<file path="src/rtl/bullet_defs_pkg.sv">
// Shared bullet-table layout: table base, record offsets, direction bit indices,
// screen limits and the mover FSM encoding.
package bullet_defs;

  localparam logic [7:0] BASE      = 8'd192;
  localparam int         SLOTS     = 16;
  localparam logic [3:0] LAST_SLOT = 4'(SLOTS - 1);
  localparam int         STEP      = 2;
  localparam int         XMAX      = 159;
  localparam int         YMAX      = 119;

  localparam logic [1:0] OFF_STAT = 2'd0;
  localparam logic [1:0] OFF_DIR  = 2'd1;
  localparam logic [1:0] OFF_X    = 2'd2;
  localparam logic [1:0] OFF_Y    = 2'd3;

  localparam int DIR_UP    = 0;
  localparam int DIR_DOWN  = 1;
  localparam int DIR_LEFT  = 2;
  localparam int DIR_RIGHT = 3;

  typedef enum logic [3:0] {
    IDLE   = 4'd0,
    S_STAT = 4'd1,
    S_DIR  = 4'd2,
    S_X    = 4'd3,
    S_Y    = 4'd4,
    S_CALC = 4'd5,
    S_WX   = 4'd6,
    S_WY   = 4'd7,
    S_KILL = 4'd8,
    S_NEXT = 4'd9,
    S_DONE = 4'd10
  } state_t;

  // Byte address of one field of one record (4 bytes per record).
  function automatic logic [7:0] rec_addr(input logic [3:0] slot, input logic [1:0] off);
    return BASE + {2'b00, slot, off};
  endfunction

endpackage

</file>
<file path="src/rtl/bullet_step.sv">
// Combinational one-step bullet motion with off-screen detection; shared with the enemy-bullet mover.
module bullet_step #(
  parameter int STEP = 2,
  parameter int XMAX = 159,
  parameter int YMAX = 119
) (
  input  logic [7:0] i_x,
  input  logic [7:0] i_y,
  input  logic [3:0] i_dir,
  output logic [7:0] o_nx,
  output logic [7:0] o_ny,
  output logic       o_kill
);
  import bullet_defs::*;

  logic       w_up, w_down, w_left, w_right;
  logic [8:0] w_x_plus, w_y_plus;

  // An opposing pair cancels: no motion, so no exit, on that axis.
  assign w_up    = i_dir[DIR_UP]    & ~i_dir[DIR_DOWN];
  assign w_down  = i_dir[DIR_DOWN]  & ~i_dir[DIR_UP];
  assign w_left  = i_dir[DIR_LEFT]  & ~i_dir[DIR_RIGHT];
  assign w_right = i_dir[DIR_RIGHT] & ~i_dir[DIR_LEFT];

  assign w_x_plus = {1'b0, i_x} + 9'(STEP);
  assign w_y_plus = {1'b0, i_y} + 9'(STEP);

  always_comb begin
    o_nx = i_x;
    o_ny = i_y;
    if (w_left)  o_nx = i_x - 8'(STEP);
    if (w_right) o_nx = i_x + 8'(STEP);
    if (w_up)    o_ny = i_y - 8'(STEP);
    if (w_down)  o_ny = i_y + 8'(STEP);
  end

  assign o_kill = (w_left  && ({1'b0, i_x} < 9'(STEP))) ||
                  (w_right && (w_x_plus > 9'(XMAX)))    ||
                  (w_up    && ({1'b0, i_y} < 9'(STEP))) ||
                  (w_down  && (w_y_plus > 9'(YMAX)));

endmodule

</file>
<file path="src/rtl/player_bullet_mover.sv">
// Scans the 16-slot player-bullet table on each go, stepping live bullets or retiring off-screen ones.
// Define BULLET_COUNT_EN to add active_count (live bullets after the last scan).
module player_bullet_mover
  import bullet_defs::*;
(
  input  logic       clk,
  input  logic       reset,
  input  logic       go,
  input  logic       mem_grant,
  input  logic [7:0] DataOut,
  output logic [7:0] address,
  output logic [7:0] DataIn,
  output logic       writeEn,
  output logic       busy,
  output logic       done,
`ifdef BULLET_COUNT_EN
  output logic [4:0] active_count,
`endif
  output state_t     o_dbg_state
);

  state_t     r_state, w_next;
  logic [3:0] r_slot;
  logic [3:0] r_dir;
  logic [7:0] r_x, r_nx, r_ny;
  logic [7:0] w_nx, w_ny;
  logic       w_kill, w_start;

  assign w_start     = (r_state == IDLE) && go && mem_grant;
  assign o_dbg_state = r_state;

  // y is taken straight off the read port in S_CALC, so the step result is valid there.
  bullet_step #(.STEP(STEP), .XMAX(XMAX), .YMAX(YMAX)) u_step (
    .i_x    (r_x),
    .i_y    (DataOut),
    .i_dir  (r_dir),
    .o_nx   (w_nx),
    .o_ny   (w_ny),
    .o_kill (w_kill)
  );

  always_ff @(posedge clk or posedge reset) begin
    if (reset) begin
      r_state <= IDLE;
      r_slot  <= '0;
      r_dir   <= '0;
      r_x     <= '0;
      r_nx    <= '0;
      r_ny    <= '0;
    end else begin
      r_state <= w_next;
      case (r_state)
        IDLE:    if (w_start) r_slot <= '0;
        S_X:     r_dir <= DataOut[3:0];
        S_Y:     r_x   <= DataOut;
        S_CALC: begin
          r_nx <= w_nx;
          r_ny <= w_ny;
        end
        S_NEXT:  if (r_slot != LAST_SLOT && mem_grant) r_slot <= r_slot + 4'd1;
        default: ;
      endcase
    end
  end

  always_comb begin
    w_next  = r_state;
    address = rec_addr(r_slot, OFF_STAT);
    DataIn  = '0;
    writeEn = 1'b0;
    busy    = 1'b1;
    done    = 1'b0;
    case (r_state)
      IDLE: begin
        address = BASE;
        busy    = 1'b0;
        if (w_start) w_next = S_STAT;
      end
      S_STAT: w_next = S_DIR;
      S_DIR: begin
        address = rec_addr(r_slot, OFF_DIR);
        w_next  = DataOut[0] ? S_X : S_NEXT;
      end
      S_X: begin
        address = rec_addr(r_slot, OFF_X);
        w_next  = S_Y;
      end
      S_Y: begin
        address = rec_addr(r_slot, OFF_Y);
        w_next  = S_CALC;
      end
      S_CALC: begin
        address = rec_addr(r_slot, OFF_Y);
        w_next  = w_kill ? S_KILL : S_WX;
      end
      S_WX: begin
        address = rec_addr(r_slot, OFF_X);
        DataIn  = r_nx;
        writeEn = 1'b1;
        w_next  = S_WY;
      end
      S_WY: begin
        address = rec_addr(r_slot, OFF_Y);
        DataIn  = r_ny;
        writeEn = 1'b1;
        w_next  = S_NEXT;
      end
      S_KILL: begin
        writeEn = 1'b1;
        w_next  = S_NEXT;
      end
      // The grant is only checked between slots, so a record is never split.
      S_NEXT: begin
        if (r_slot == LAST_SLOT) w_next = S_DONE;
        else if (mem_grant)      w_next = S_STAT;
      end
      S_DONE: begin
        address = BASE;
        busy    = 1'b0;
        done    = 1'b1;
        w_next  = IDLE;
      end
      default: w_next = IDLE;
    endcase
  end

`ifdef BULLET_COUNT_EN
  logic [4:0] r_cnt, r_active_count;

  always_ff @(posedge clk or posedge reset) begin
    if (reset) begin
      r_cnt          <= '0;
      r_active_count <= '0;
    end else begin
      if (w_start)                r_cnt <= '0;
      else if (r_state == S_WX)   r_cnt <= r_cnt + 5'd1;
      if (r_state == S_DONE)      r_active_count <= r_cnt;
    end
  end

  assign active_count = r_active_count;
`endif

endmodule

</file>
<file path="config.mk">
export PLATFORM = sky130hd
export DESIGN_NAME = player_bullet_mover
export DESIGN_NICKNAME = d
export VERILOG_FILES = /design/src/rtl/bullet_defs_pkg.sv /design/src/rtl/bullet_step.sv /design/src/rtl/player_bullet_mover.sv
export SDC_FILE = /design/constraint.sdc
export NUM_CORES = 1
export LEC_CHECK = 0
export CORE_MARGIN = 3
export CORE_UTILIZATION = 56
export CTS_BUF_LIST = sky130_fd_sc_hd__clkbuf_16
export DETAILED_ROUTE_END_ITERATION = 10
export PLACE_DENSITY = 0.84
export REMOVE_ABC_BUFFERS = 1
export SKIP_CTS_REPAIR_TIMING = 1
export SLEW_MARGIN = 10
export SYNTH_ARGS = -nofsm -noshare
export SYNTH_HDL_FRONTEND = slang
export SYNTH_SLANG_ARGS = --single-unit
</file>
<file path="constraint.sdc">
create_clock -name clk -period 2.34 [get_ports clk]
set_clock_uncertainty 0.2 [all_clocks]
set_input_delay 0.468 -clock clk [delete_from_list [all_inputs] [get_ports clk]]
set_output_delay 0.468 -clock clk [all_outputs]
set_load 0.01 [all_outputs]
</file>
======== Yosys cells after proc, flatten, opt, wreduce, memory -nomap -nowiden ========
Cells that the tools add are included.
word-level totals
  flip-flop bits (word level) ............. 36
  latch bits .............................. 0
  memory bits (writable) .................. 0
  memory bits (read-only) ................. 0
  output and inout port bits .............. 23
  logic and storage cells ................. 81
  memories ................................ 0
cells by class
  add/sub/neg operators ................... 11
  $mul .................................... 0
  div/mod/pow operators ................... 0
  order comparisons ....................... 4
  eq/ne operators ......................... 15
  shift-type cells ........................ 0
  multiplexer cells ....................... 18
  bitwise operators ....................... 8
  reduce and logical (&&, ||, !) cells .... 19
operators with widths
  kind                                                                             number
  4-bit case mux with 9 select lines                                               1
  7-bit by 7-bit adder with 8-bit output, first input constant                     4
  8-bit 2-to-1 mux                                                                 4
  8-bit case mux with 4 select lines                                               1
  4-bit 2-to-1 mux                                                                 7
  8-bit by 2-bit adder with 9-bit output, second input constant                    2
  8-bit by 2-bit adder with 8-bit output, second input constant                    2
  4-bit by 3-bit == test with 1-bit output, second input constant                  4
  4-bit == test, second input constant                                             4
  8-bit by 2-bit < comparator with 1-bit output, second input constant             2
  8-bit case mux with 2 select lines                                               1
  8-bit by 2-bit subtractor with 8-bit output, second input constant               2
  9-bit by 7-bit greater-than comparator with 1-bit output, second input constant  1
  9-bit by 8-bit greater-than comparator with 1-bit output, second input constant  1
  4-bit by 2-bit == test with 1-bit output, second input constant                  2
  4-bit case mux with 2 select lines                                               1
  1-bit logical AND                                                                7
  2-bit OR reduction                                                               3
  3-bit OR reduction                                                               2
  4-bit by 1-bit adder with 4-bit output, second input constant                    1
  1-bit bitwise AND                                                                4
  4-bit by 1-bit == test with 1-bit output, second input constant                  1
  4-bit logical NOT                                                                1
  2-bit != test, second input constant                                             2
  other kinds (8)                                                                  15

======== Logic depth before layout (Yosys ltp) ========
  word-level depth ........................ 8
  gate-level depth with buffers ........... 8
  gate-level depth less buffers ........... 7

======== Modules after synthesis ========
From an unflattened synthesis, not the netlist that was laid out.
unflattened totals
  cells, all modules ...................... 272
  area, all modules ....................... 2631.3 µm²
modules (own cells, without submodules)
  module               times used  cells each  area an instance (µm²)
  player_bullet_mover  1           158         1845.5
  bullet_step          1           114         785.8

======== Worst setup path before layout ========
No wires, ideal clock.
  path type ............................... reg-to-output
  start point ............................. register r_state[1], in the netlist o_dbg_state[1]
  end point ............................... output address[2]
  arrival ................................. 1.376 ns
  path slack .............................. 0.296 ns
  cell stages (with the launch flop) ...... 5
  buffers on the path ..................... 1
  path through ............................ dfrtp_1 > buf_2 > xor2_1 > or3_1 > and2_1
on the way
  longest elaborated chain between the ends .. 3
  elaborated cells on any way between the ends .. 12
  classes of those cells .................. eq/ne (7); mux (1); reduce/logical (4)
ends and longest elaborated chain
  element                                                                    RTL line                   RTL
  start: declaration                                                         player_bullet_mover.sv:22  state_t r_state, w_next;
  start signal: assignment                                                   player_bullet_mover.sv:51  r_state <= w_next;
  4-bit by 3-bit == test with 1-bit output, or another cell as far along     player_bullet_mover.sv:73  case (r_state)
  3-bit OR reduction (no line) / 2-bit OR reduction (equally long branches)  -
  8-bit case mux with 4 select lines *                                       player_bullet_mover.sv:73
  end: declaration                                                           player_bullet_mover.sv:11  output logic [7:0] address,
Mark *: on every way between the ends. The rest lies on a longest branch, timed or not.

======== Worst setup path in the final report ========
  start point ............................. register r_state[3], in the netlist o_dbg_state[3]
  end point ............................... output address[3]
Same word-level chain as after synthesis.

==> results.toml <==
[synth]
synth_top_area_cell = "dfrtp_1"
synth_cell_types = 57
ys_ff_latch = 36
synth_area_mm2 = 0.002633
avgSynthCellArea_um2 = 8.804
synth_flop_cell = "dfrtp_1"
synth.yosys.warnings = 0
synth_top_area_share_pct = 34.22
yosysSeqAreaShare_pct = 34.22
async_flop_share_pct = 100.0
synthCells = 299
synth-edff-count = 0
yosys-top-cells-area = "dfrtp_1 (34%), nand2_1 (6.7%), mux2_2 (5.1%)"

[min_path]
min_from = "r_ny[0]"
min_path_type = "reg -> reg"

[timing]
holdWs_ns = 0.2755
period_needed_ns = 2.240
finalCritPeriodShare_pct = 95.71
rsz0062_at_grt = "false"
fmax_mhz = 446.5
hold_violations = 0
slew_viol_final = 0
finalSetupViolCount = 0

[critical_path]
crit_required_ns = 1.67
arrival_ns = 1.57
cp-startpoint = "o_dbg_state[3]"
cp_slowest_cell = "dfrtp_1"
r2r_slack_ns = 0.18
r2r_cells = 6
worst-path-buf-inv = 1
endpoint_kind = "output port"
cp_top_family = "simple AND/OR/NAND/NOR gates"
endpoint = "address[3]"
crit_chain = "xor2_1 > or3_4 > and2_1 > dlymetal6s2s_1"
reg2reg_from = "r_x[1]"
worst-path-stages = 4
max_stage_delay_ns = 0.43
path_class = "reg -> out"
cp_max_fo = 5
timing.rr.end = "o_dbg_state[1]"
crit_path_start_kind = "register"

[grt]
grt_overflow = 0
grt_max_degree = 37
grt_pass1_vias = 1915
grt_pass1_wl_um = 9397
antenna_found_initial = 0
grtUsageTotal_pct = 22.18

[route]
wire_per_inst_um = 15.48
drcViolationCount = 0
ant_nets = 0
drt-pass1-iter-count = 4
vias = 2284
routed_wl_um = 6069
drtIter0Drc = 145
viasPerCell = 5.827

[layout]
final_nets = 359
diodes = 0
mostFrequentLayoutCell = "nand2_1"
final_cell_mix = "nand2_1 (47), dfrtp_1 (34), buf_4 (22)"
drive_gt1_share_pct = 18.24
area_growth_pct = 23.43
stdcell_count = 392

[floorplan]
die_w_um = 74.57
core_area_mm2 = 0.004444
ioPinCount = 35
dieArea_mm2 = 0.005560
initial_core_util_pct = 59.23
rows = 24
die_y_um = 74.57

[cts]
clk_path_buf_depth = 2
tritoncts = "done"
clkLatencyLatePin_ns = 0.28
cts-buffers-inserted = 5
root_buffer = "clkbuf_16"
htreeDepth = 2
clkTransAtPathRegs_ns = 0.05
cts_sinks = 36

[place]
dpl.cell_count = 381
globalplace.congestion = 0.8631
io_buffer_count = 32
dpl.hpwl_um = 4426

[power]
p_total_uw = 3874
pwr_density_cell_mw_per_mm2 = 1192
ir_worst_vdd_uv = 772.9
leakagePower_uw = 0.001658

[job]
max_cap_viol_count = 0

[run_status]
status = "finished, final reports clean"
-- worst min path at each step --
stage / to / slack (ns) / cells after the start
2_1_floorplan: r_nx[0] / 0.25 / 2
3_3_place_gp: r_ny[0] / 0.26 / 2
3_5_place_dp: r_ny[0] / 0.26 / 2
4_1_cts: r_ny[0] / 0.28 / 2
5_1_grt: r_ny[0] / 0.29 / 2
6_report: r_ny[0] / 0.28 / 2
-- cell usage after synthesis, types with 3 or more instances --
library cell	count
nand2_1	47
dfrtp_1	36
o21ai_0	22
nor2_1	20
buf_2	12
mux2_2	12
nand3_1	12
inv_1	11
xnor2_1	11
a21oi_1	9
mux2i_1	9
ha_1	7
xor2_1	7
and2_1	6
nand4b_1	6
o31ai_1	6
buf_4	5
buf_6	5
nand2b_1	4
nand4_1	3
or3_1	3
-- where the power goes --
part           leakage, uW  switching, uW  internal (uW)  total [uW]
registers         0.000444            348            905        1250
clock network    0.0000709            240            382         622
logic              0.00114           1020            984        2000
-- routing by layer --
layer	GRT usage [%]	wire, um	vias to the layer above
met5	0	0	-
met4	7.905	113	0
met3	4.324	347	11
met2	34.73	2817	75
met1	30.62	2790	1069
li1	-	-	1129
-- logic make-up (layout without fill, tap and decap cells) --
group / Yosys count / after routing / synth area share (%)
fa+ha+maj: 7 / 7 / 3.327
simple gates: 122 / 122 / 25.00
mux: 21 / 21 / 8.555
buf+inv: 34 / 74 / 7.557
flops: 36 / 36 / 34.22
xor+xnor: 18 / 18 / 5.989
compound gates: 60 / 60 / 15.21
other cells: 1 / 2 / 0.1424
-- metrics by stage --
stage	util [%]	setup TNS [ns]	worst slack (ns)	instance area, um2
after floorplan	-	0	0.2504	2479
after detailed placement	67.82	-0.6106	-0.2288	3014
final	73.11	0	0.1004	3249
after CTS	70.83	-2.389	-0.2193	3148
after global routing	73.11	0	0.03029	3249
after global placement	67.82	-0.3337	-0.1183	3014
-- flip-flops by register name, indices dropped and copies added, names as in the netlist --
signal	count
r_ny	8
r_dir	4
r_nx	8
r_x	8
r_slot	4
o_dbg_state	4
-- cell type report --
type,count,area [um2]
repair buffers,56,550.5
flip-flops and latches,36,903.4
multi-input cells,230,1555
clock inverters,2,8.758
fillers,338,1195
well taps,52,65.06
clock buffers,5,125.1
inverters,11,41.29
-- worst reg2reg max path: cells and delay by family (launching register included) --
family / cells / cell delay, ns
and+or+nand+nor: 2 / 0.39
adders and majority gates: 1 / 0.36
AOI/OAI and AO/OA: 2 / 0.46
buffers and inverters: 1 / 0.14
DFF: 1 / 0.49
Note: power is estimated with default switching activity, not from simulation.
==> variant, RTL diff (same settings) <==
Put one more register stage on the output `o_dbg_state`. The value now appears one clock later. The other outputs are not delayed to match.
--- a/src/rtl/player_bullet_mover.sv
+++ b/src/rtl/player_bullet_mover.sv
@@ -29,3 +29,5 @@
   assign w_start     = (r_state == IDLE) && go && mem_grant;
-  assign o_dbg_state = r_state;
+  always_ff @(posedge clk) begin
+    o_dbg_state <= r_state;
+  end
 
Formal check against the unedited RTL: not equivalent (a bounded check fails within 4 cycles, from zero or initial values and one cycle with reset high).
==> variant against the original RTL <==
The flow now finishes with violations (setup timing); worst setup slack lost 150 ps; design area grew 7.6%; area after synthesis shrank 2.2%; utilization grew 6.6 points; wire length grew 17%; total power grew 13%; global-route usage grew 3.0 points; sequential cell count grew 4; critical path type is now reg2reg; largest cell class unchanged; largest power group unchanged.
==> variant: results <==
metrics = {
    "run_status": {
        "status": "finished, violations left",
        "violations": "setup timing",
    },
    "min_path": {
        "min-delay-start": "r_nx[4]",
        "hold_end": "r_nx[4]",
    },
    "routing": {
        "wire_per_inst_um": 17.59,
        "viasPerCell": 6.085,
        "drt_first_pass_iters": 5,
        "drtIter0Drc": 267,
    },
    "setup_path": {
        "path_delay_family": "compound AO/OA/AOI/OAI gates",
        "worstPathArrival_ps": 2360,
        "r2r_setup_slack_ps": -50,
        "cp_max_fo": 3,
        "worst_r2r_endpoint": "r_state[2]",
        "r2r-start": "r_x[1]",
        "r2r_cells": 9,
        "max_stage_delay_ps": 400,
    },
    "synth": {
        "async_flop_share": 0.9000,
        "netlist_top_cells_count": "dfrtp_1, nand2_1, nor2_1, o21ai_0, mux2_2",
        "yosysSeqAreaShare": 0.3811,
        "synth.distinct_cells": 56,
        "yosys-top-cells-area": "dfrtp_1, mux2_2, nand2_1, o21ai_0, mux2i_1",
        "syn_inst": 285,
        "synth-warning-count": 0,
    },
    "placement": {
        "dp_cells": 390,
        "dpl_cell_area_sq_um": 3157,
        "dpl.hpwl_mm": 4.544,
        "place_congestion": 0.8758,
    },
    "grt": {
        "grt_pass1_wl_mm": 10.49,
        "grtUsageMet2": 0.4144,
        "grt_usage": 0.2513,
        "use_met1": 0.3417,
        "gr-usage-met3": 0.03967,
        "grt_pass1_vias": 2224,
        "grt_start_max_net_pins": 37,
    },
    "cells_and_area": {
        "nFillCells": 277,
        "nets": 368,
        "final_cell_area_sq_um": 3496,
        "fin_cells": 402,
        "drive_above_1_share": 0.2514,
    },
    "timing": {
        "whs_ps": 277.0,
        "finalSetupTns_ps": -72.24,
        "final.setup.worst_slack_ps": -48.81,
        "setup_violations": 2,
    },
    "pwr": {
        "p_leak_nw": 1.768,
        "vdd_drop_max_mv": 0.7156,
        "pg_seq_w": 0.00132,
        "pwr-share-clk": 0.173,
        "seq_power_share": 0.302,
        "power.switching_w": 0.001738,
    },
    "clock_tree": {
        "root_buffer": "clkbuf_16",
    },
}
variant: changes by cell type in the layout (fill, tap and decap cells not counted), sizes merged, moves of 5 or more:
cell and delta:
a21oi -5, buf +22, nand2 -11, nand4b -6
nor2 +5
variant: worst max-delay path by stage:
stage	start	end	slack (ps)	cells past startpoint
finish	r_x[1]	r_state[2]	-50	9
floorplan	r_x[1]	r_state[1]	2	8
CTS	r_state[3]	address[4]	-180	5
detailed placement	DataOut[1]	r_state[1]	-390	8
global route	r_x[1]	r_state[2]	-80	9
global placement	DataOut[1]	r_state[3]	-340	7
variant: kinds of logic after synthesis:
kind of cell	Yosys count	synth area share
other	1	0.001457
adder cells (fa/ha/maj)	7	0.03403
AO/OA/AOI/OAI	54	0.1463
flip-flops	40	0.3811
AND/OR/NAND/NOR	112	0.2212
XOR/XNOR	18	0.06125
buffers and inverters	30	0.05882
multiplexers	23	0.09577
variant: worst register-to-register path, cell delays in order, from the launching register on:
cell and delay, ps:
dfrtp_1 400, inv_2 110, buf_4 150, ha_1 180
nand2_2 80, o311ai_2 290, nand3_1 150, a211oi_2 330
a2111oi_4 100, a221o_1 300
variant: layout make-up:
| class | instances | area share |
|---|---|---|
| timing repair buffer | 78 | 0.2062 |
| multi-input combinational | 216 | 0.4395 |
| clock buffer | 5 | 0.03579 |
| tap | 52 | 0.01861 |
| clock inverter | 3 | 0.01074 |
| sequential | 40 | 0.2806 |
| inverter | 8 | 0.008590 |
variant: routing by layer:
| layer | routed length, um | vias up |
|---|---|---|
| li1 | - | 1119 |
| met1 | 2871 | 1185 |
| met2 | 3488 | 118 |
| met3 | 492 | 24 |
| met4 | 218 | 0 |
| met5 | 0 | - |
